[config.mk]
export PLATFORM = sky130hd
export DESIGN_NAME = cpu_control
export DESIGN_NICKNAME = d
export VERILOG_FILES = /design/src/rtl/cpu_control_pkg.sv /design/src/rtl/ctrl_decode.sv /design/src/rtl/cpu_control.sv
export SDC_FILE = /design/constraint.sdc
export NUM_CORES = 1
export LEC_CHECK = 0
export ABC_AREA = 1
export BUFFER_PORTS_ARGS = -buffer_cell sky130_fd_sc_hd__buf_2
export CORE_ASPECT_RATIO = 1.75
export CORE_UTILIZATION = 50
export CTS_CLUSTER_SIZE = 14
export DETAILED_ROUTE_END_ITERATION = 7
export GPL_TIMING_DRIVEN = 0
export HOLD_SLACK_MARGIN = 0.02
export PLACE_DENSITY = 0.85
export SLEW_MARGIN = 20
export SYNTH_ARGS = -nofsm -noshare
export SYNTH_HDL_FRONTEND = slang
export SYNTH_HIERARCHICAL = 1
export SYNTH_SLANG_ARGS = --single-unit
[constraint.sdc]
create_clock -name clk -period 2.3 [get_ports clk]
set_input_delay 0.23 -clock clk [delete_from_list [all_inputs] [get_ports clk]]
set_output_delay 0.23 -clock clk [all_outputs]
set_load 0.05 [all_outputs]
[src/rtl/cpu_control_pkg.sv]
// Shared definitions for cpu_control: opcodes, FSM states, write-back codes, IR field positions.
// Latency: n/a (definitions only).
// Backpressure: n/a. CTRL_SINGLE_STEP_EN adds the ST_STEP state used after each retired instruction.
package cpu_control_pkg;

  // Instruction word layout: op[18:15] rk[14:10] ri[9:5] rj[4:0], imm in [7:0]
  localparam int INSTR_W = 19;
  localparam int OP_LSB  = 15;
  localparam int OP_W    = 4;
  localparam int RK_LSB  = 10;
  localparam int RI_LSB  = 5;
  localparam int RJ_LSB  = 0;
  localparam int REG_W   = 5;
  localparam int IMM_LSB = 0;
  localparam int IMM_W   = 8;

  typedef logic [OP_W-1:0] opcode_t;

  // ALU operation codes, shared with the ALU
  localparam opcode_t ALU_ADD  = 4'd0;
  localparam opcode_t ALU_ADDC = 4'd1;
  localparam opcode_t ALU_SUB  = 4'd2;
  localparam opcode_t ALU_SUBC = 4'd3;
  localparam opcode_t ALU_NAND = 4'd4;
  localparam opcode_t ALU_NOR  = 4'd5;
  localparam opcode_t ALU_XOR  = 4'd6;
  localparam opcode_t ALU_XNOR = 4'd7;

  // Instruction opcodes; 0-7 are the ALU codes passed straight through
  localparam opcode_t OP_ADD  = ALU_ADD;
  localparam opcode_t OP_ADDC = ALU_ADDC;
  localparam opcode_t OP_SUB  = ALU_SUB;
  localparam opcode_t OP_SUBC = ALU_SUBC;
  localparam opcode_t OP_NAND = ALU_NAND;
  localparam opcode_t OP_NOR  = ALU_NOR;
  localparam opcode_t OP_XOR  = ALU_XOR;
  localparam opcode_t OP_XNOR = ALU_XNOR;
  localparam opcode_t OP_LDI  = 4'd8;
  localparam opcode_t OP_LD   = 4'd9;
  localparam opcode_t OP_ST   = 4'd10;
  localparam opcode_t OP_JMP  = 4'd11;
  localparam opcode_t OP_JZ   = 4'd12;
  localparam opcode_t OP_JC   = 4'd13;
  localparam opcode_t OP_NOP  = 4'd14;
  localparam opcode_t OP_HALT = 4'd15;

  // Write-back source select
  localparam logic [1:0] WB_ALU = 2'd0;
  localparam logic [1:0] WB_IMM = 2'd1;
  localparam logic [1:0] WB_RAM = 2'd2;

  typedef enum logic [2:0] {
    ST_FETCH = 3'd0,
    ST_WAIT  = 3'd1,
    ST_EXEC  = 3'd2,
    ST_MEM   = 3'd3,
    ST_HALT  = 3'd4
`ifdef CTRL_SINGLE_STEP_EN
    , ST_STEP = 3'd5
`endif
  } state_t;

  // State entered once an instruction retires
`ifdef CTRL_SINGLE_STEP_EN
  localparam state_t ST_RETIRE = ST_STEP;
`else
  localparam state_t ST_RETIRE = ST_FETCH;
`endif

endpackage

[src/rtl/ctrl_decode.sv]
// Combinational IR decode: register selects, ALU op, write-back source, immediate, next pc.
// Latency: 0 cycles (pure combinational).
// Backpressure: none; outputs follow ir/pc/flags directly.
module ctrl_decode
  import cpu_control_pkg::*;
#(
  parameter int PC_W = 8
) (
  input  logic [INSTR_W-1:0] ir,
  input  logic [PC_W-1:0]    pc,
  input  logic               flag_z,
  input  logic               flag_c,
  output logic [REG_W-1:0]   ri_sel,
  output logic [REG_W-1:0]   rj_sel,
  output logic [REG_W-1:0]   rk_sel,
  output logic [OP_W-1:0]    alusel,
  output logic [1:0]         wb_sel,
  output logic [IMM_W-1:0]   imm,
  output logic               is_alu,
  output logic               is_ldi,
  output logic               is_ld,
  output logic               is_st,
  output logic               is_halt,
  output logic [PC_W-1:0]    pc_inc,
  output logic [PC_W-1:0]    pc_exec
);

  localparam logic [PC_W-1:0] PC_ONE = PC_W'(1);

  opcode_t         op;
  logic [PC_W-1:0] target;

  assign op     = ir[OP_LSB +: OP_W];
  assign target = ir[PC_W-1:0];
  assign ri_sel = ir[RI_LSB +: REG_W];
  assign rj_sel = ir[RJ_LSB +: REG_W];
  assign rk_sel = ir[RK_LSB +: REG_W];
  assign imm    = ir[IMM_LSB +: IMM_W];
  assign pc_inc = pc + PC_ONE;  // wraps modulo 2^PC_W

  // Opcode classification and branch resolution
  always_comb begin
    is_alu  = ~op[OP_W-1];
    is_ldi  = 1'b0;
    is_ld   = 1'b0;
    is_st   = 1'b0;
    is_halt = 1'b0;
    alusel  = is_alu ? op : ALU_ADD;
    wb_sel  = WB_ALU;
    pc_exec = pc_inc;
    case (op)
      OP_LDI:  begin is_ldi = 1'b1; wb_sel = WB_IMM; end
      OP_LD:   begin is_ld  = 1'b1; wb_sel = WB_RAM; end
      OP_ST:   is_st = 1'b1;
      OP_JMP:  pc_exec = target;
      OP_JZ:   pc_exec = flag_z ? target : pc_inc;
      OP_JC:   pc_exec = flag_c ? target : pc_inc;
      OP_HALT: is_halt = 1'b1;
      default: ;
    endcase
  end

endmodule

[src/rtl/cpu_control.sv]
// Fetch/decode/sequencing FSM of the 8-bit CPU; holds pc, IR and the C/Z flags (CTRL_SINGLE_STEP_EN adds step gating).
// Latency: 3 cycles for ALU/LDI/jump/NOP (FETCH, WAIT, EXEC), 4+ cycles for LD/ST.
// Backpressure: rom_rd held until rom_valid; RAM strobe held in MEM until ram_ready.
module cpu_control
  import cpu_control_pkg::*;
#(
  parameter int              PC_W     = 8,
  parameter logic [PC_W-1:0] RESET_PC = '0
) (
  input  logic               clk,
  input  logic               rst,
`ifdef CTRL_SINGLE_STEP_EN
  input  logic               step,
`endif
  output logic [PC_W-1:0]    rom_addr,
  output logic               rom_rd,
  input  logic [INSTR_W-1:0] rom_data,
  input  logic               rom_valid,
  output logic [REG_W-1:0]   ri_select,
  output logic [REG_W-1:0]   rj_select,
  output logic [REG_W-1:0]   rk_select,
  output logic               update,
  output logic [OP_W-1:0]    alusel,
  output logic [1:0]         wb_sel,
  output logic [IMM_W-1:0]   imm,
  input  logic               alu_c,
  input  logic               alu_c_update,
  input  logic [7:0]         alu_result,
  output logic               ram_re,
  output logic               ram_we,
  input  logic               ram_ready,
  output logic [PC_W-1:0]    pc,
  output logic               flag_c,
  output logic               flag_z,
  output logic               halted
);

  state_t             state_q, state_d;
  logic [PC_W-1:0]    pc_q, pc_d;
  logic [INSTR_W-1:0] ir_q, ir_d;
  logic               flag_c_q, flag_c_d;
  logic               flag_z_q, flag_z_d;

  logic [1:0]         dec_wb_sel;
  logic               is_alu, is_ldi, is_ld, is_st, is_halt;
  logic [PC_W-1:0]    pc_inc, pc_exec;
  logic               in_exec, in_mem;

  ctrl_decode #(.PC_W(PC_W)) u_decode (
    .ir      (ir_q),
    .pc      (pc_q),
    .flag_z  (flag_z_q),
    .flag_c  (flag_c_q),
    .ri_sel  (ri_select),
    .rj_sel  (rj_select),
    .rk_sel  (rk_select),
    .alusel  (alusel),
    .wb_sel  (dec_wb_sel),
    .imm     (imm),
    .is_alu  (is_alu),
    .is_ldi  (is_ldi),
    .is_ld   (is_ld),
    .is_st   (is_st),
    .is_halt (is_halt),
    .pc_inc  (pc_inc),
    .pc_exec (pc_exec)
  );

  assign in_exec  = (state_q == ST_EXEC);
  assign in_mem   = (state_q == ST_MEM);

  // rst gates rom_rd so no fetch is requested while held in reset
  assign rom_rd   = rst & ((state_q == ST_FETCH) | (state_q == ST_WAIT));
  assign rom_addr = pc_q;
  assign pc       = pc_q;
  assign ram_re   = is_ld & (in_exec | in_mem);
  assign ram_we   = is_st & (in_exec | in_mem);
  // ram_ready is only honoured in MEM, so a ready seen while the strobe first rises is ignored
  assign update   = (in_exec & (is_alu | is_ldi)) | (in_mem & is_ld & ram_ready);
  assign wb_sel   = update ? dec_wb_sel : WB_ALU;
  assign flag_c   = flag_c_q;
  assign flag_z   = flag_z_q;
  assign halted   = (state_q == ST_HALT);

  // Next-state, pc, IR and flag update for the sequencing FSM
  always_comb begin
    state_d  = state_q;
    pc_d     = pc_q;
    ir_d     = ir_q;
    flag_c_d = flag_c_q;
    flag_z_d = flag_z_q;
    case (state_q)
      ST_FETCH: state_d = ST_WAIT;
      ST_WAIT: begin
        if (rom_valid) begin
          ir_d    = rom_data;
          state_d = ST_EXEC;
        end
      end
      ST_EXEC: begin
        if (is_halt) begin
          state_d = ST_HALT;
        end else if (is_ld || is_st) begin
          state_d = ST_MEM;
        end else begin
          pc_d    = pc_exec;
          state_d = ST_RETIRE;
        end
        if (is_alu) begin
          flag_z_d = (alu_result == 8'h00);
          if (alu_c_update) flag_c_d = alu_c;
        end
      end
      ST_MEM: begin
        if (ram_ready) begin
          pc_d    = pc_inc;
          state_d = ST_RETIRE;
        end
      end
      ST_HALT: state_d = ST_HALT;
`ifdef CTRL_SINGLE_STEP_EN
      ST_STEP: if (step) state_d = ST_FETCH;
`endif
      default: state_d = ST_FETCH;
    endcase
  end

  // FSM and architectural state registers; reset aborts any instruction in flight
  always_ff @(posedge clk or negedge rst) begin
    if (!rst) begin
      state_q  <= ST_FETCH;
      pc_q     <= RESET_PC;
      ir_q     <= '0;
      flag_c_q <= 1'b0;
      flag_z_q <= 1'b0;
    end else begin
      state_q  <= state_d;
      pc_q     <= pc_d;
      ir_q     <= ir_d;
      flag_c_q <= flag_c_d;
      flag_z_q <= flag_z_d;
    end
  end

endmodule

==> reports/results.tsv <==
stage	metric	value	unit
outcome	outcome	finished clean	
sta	tns	0	ns
route	vias	2217	
yosys	synth_cell_types	29	
yosys	synth_area	0.00233	mm^2
global_routing	antenna_found_initial	0	
worst_hold_path	hp-class	in2async	
yosys	synth-async-reset-ratio	100	%
clock_network	ctsHoldBuffers	0	
sta	max_freq	471	MHz
pwr	intPower	2000	uW
route	first_iter_violations	17	
pwr	ir_drop	1.09	mV
critical_path	critPathCaptureType	primary output	
global_routing	grt_pass1_vias	2137	
yosys	yosysTopAreaCell	dfrtp_1	
final_layout	stdcell_count	470	
critical_path	worst_setup_path_start_kind	flip-flop	
clock_network	numCtsBuffers	5	
pwr	pwr_density_cell	1580	mW/mm^2
final_layout	final_nets	452	
floorplanning	pin_count	85	
global_routing	grt_pass1_wl	8760	um
floorplanning	initial_core_util	52.5	%
floorplanning	rows	32	
global_routing	grt.busiest_layer	met2	
floorplanning	dieArea	0.00495	mm^2
pwr	power_leakage	0.00173	uW
route	avgViaCountPerCell	4.72	
placement	hpwl	4060	um
clock_network	cts_tree	yes	
final_layout	area_growth_syn_to_layout	25.2	%
sta	period_share	92.3	%
route	wl_per_cell	10.7	um
pwr	pwr-share-clk	10.0	%
sta	period_needed	2.12	ns
clock_network	h-tree-depth	2	
pwr	p_sw_share	56.8	%
route	drc	0	
critical_path	crit_arrival	1.89	ns
yosys	synthTopCellsByCount	109 x nand2_1, 37 x inv_1, 35 x buf_4	
yosys	yosys-top-cells-area	dfrtp_1 34%, nand2_1 18%, buf_4 11%	
floorplanning	die_w	53.6	um
critical_path	crit_fanout	6	
yosys	synthFlopType	dfrtp_1	
placement	placed_area	0.00281	mm^2
final_layout	design_area	0.00292	mm^2
yosys	avgSynthCellArea	7.11	um^2
sta	slew_headroom	52.3	%
yosys	yosysWarnings	6	
clock_network	clock_latency	0.28	ns
global_routing	grt_max_degree	34	
clock_network	cts_root_buf	clkbuf_8	
clock_network	cts_sinks	32	
placement	dp_cells	462	
sta	final_max_slew_viol_count	0	
pwr	combPwrFrac	66.6	%
global_routing	grt_use_total	23.2	%
sta	worst_pin_slew	0.716	ns
yosys	synthCells	328	
yosys	synth_top_area_share	34.3	%
sta	finalHoldViolCount	0	
yosys	syn-num-nets	362	
route	dr.pass1.iters	4	
global_routing	grtUsageMet2	42.4	%
global_routing	grt_overflow	0	
placement	finalWeightedCongestion	0.826	
route	drt_wl_total	5050	um
route	ant_nets	0	
sta	rsz0062_at_grt	no	
floorplanning	die_height	92.3	um
clock_network	path_clk_slew	0.08	ns
yosys	yosysMostFrequentCell	nand2_1	
global_routing	use_met3	2.13	%
clock_network	cts_buffer_depth	2	
global_routing	grt_util_met1	24.6	%
yosys	ys_ff_latch	32	
placement	port_buffers	83	
clock_network	post-cts-setup-buffers	0	
pwr	p_switching	2620	uW
yosys	yosysSeqAreaShare	34.3	%
sta	finClkSkew	0.00734	ns
critical_path	crit_required	2.07	ns
sta	hold_ws	0.00315	ns
yosys	synth_edf_count	0	
floorplanning	core_area	0.00444	mm^2
final_layout	drive_above_1_share	39.6	%
pwr	p_seq_share	23.4	%
sta	setup_viol	0	
final_layout	antenna_cells	0	
critical_path	path_class	reg2out	
run	cap_violations	0	
-- per-layer routing --
layer	share of wire (%)	routed length, um	vias to the layer above
met5	0	0	-
met2	58	2910	59
li1	-	-	1155
met3	2.6	129	10
met1	37	1870	993
met4	2.8	139	0
-- critical path, cell delays in order (launching register included) --
cell,delay (ns)
dfrtp_1,0.46
inv_2,0.08
nor2_2,0.15
inv_1,0.11
nor3_1,0.21
o21ai_1,0.15
a21boi_1,0.15
buf_2,0.28
-- final timing paths --
kind | start | endpoint | slack (ns) | cells past startpoint
worst max register to register | ir_q[18]$_DFFE_PN0P_ | pc[2]$_DFFE_PN0P_ | 0.59 | 10
min in group clk | rom_data[2] | ir_q[2]$_DFFE_PN0P_ | 0.17 | 3
worst min-delay path | rst | flag_c$_DFFE_PN0P_ | 0.003 | 1
max in group asynchronous | rst | ir_q[4]$_DFFE_PN0P_ | 1.84 | 1
worst max-delay path | ir_q[18]$_DFFE_PN0P_ | wb_sel[0] | 0.18 | 7
worst min register to register | ir_q[10]$_DFFE_PN0P_ | ir_q[10]$_DFFE_PN0P_ | 0.49 | 2
-- placed cells by master (no fill, tap or decap), types with 2 or more instances in the layout --
| cell type | n |
|---|---|
| nand3_2 | 4 |
| inv_1 | 37 |
| xor2_1 | 2 |
| nand3_4 | 2 |
| dfrtp_1 | 32 |
| o21ai_0 | 2 |
| a21boi_1 | 2 |
| clkinvlp_4 | 2 |
| o21ai_2 | 7 |
| nand3_1 | 17 |
| o21ai_1 | 16 |
| clkbuf_8 | 6 |
| nor2_2 | 3 |
| buf_4 | 35 |
| nor2_4 | 6 |
| nand2_2 | 5 |
| nand2_1 | 109 |
| nand2_4 | 2 |
| buf_2 | 83 |
| inv_2 | 6 |
| buf_6 | 3 |
| nor3_1 | 2 |
| nor2_1 | 26 |
-- logic make-up after synthesis --
family,count (synthesis),synth area share [%]
AND/OR/NAND/NOR,181,36.6
AO/OA/AOI/OAI,28,7.46
flip-flops,32,34.3
buffers and inverters,82,19.8
XOR/XNOR,3,1.13
adder cells (fa/ha/maj),1,0.536
other,1,0.161
-- layout make-up --
cell class,count,area [um^2]
clock inverters,2,15.0
flip-flops and latches,32,801
fillers,418,1520
inverters,43,161
well taps,51,63.8
repair buffers,83,415
plain buffers,39,300
clock buffers,6,82.6
multi-input cells,214,1080
-- sequential cells by signal, indices dropped and copies added (netlist names) --
signal and flops:
flag_c 1, pc 8, state_q 3, ir_q 19
flag_z 1
-- timing repair --
item | in CTS | in global routing
gates cloned | 0 | 0
gates resized for setup | 1 | 1
setup endpoints to repair | 2 | 1
-- metrics by stage --
stage	power [uW]	setup slack [ns]	util [%]
2_1_floorplan	3570	0.141	-
3_3_place_gp	4090	0.301	63.3
3_5_place_dp	4170	0.289	63.3
4_1_cts	4650	0.125	65.6
5_1_grt	4950	0.0171	65.7
6_report	4620	0.178	65.7
-- power by group through the flow --
stage | Clock, uW | Combinational [uW] | Sequential [uW]
2_1_floorplan | 0 | 2370 | 1200
4_1_cts | 473 | 3090 | 1080
3_3_place_gp | 0 | 3010 | 1080
3_5_place_dp | 0 | 3080 | 1090
5_1_grt | 491 | 3330 | 1130
6_report | 460 | 3080 | 1080
No activity file was read; power rests on OpenSTA's default activity.
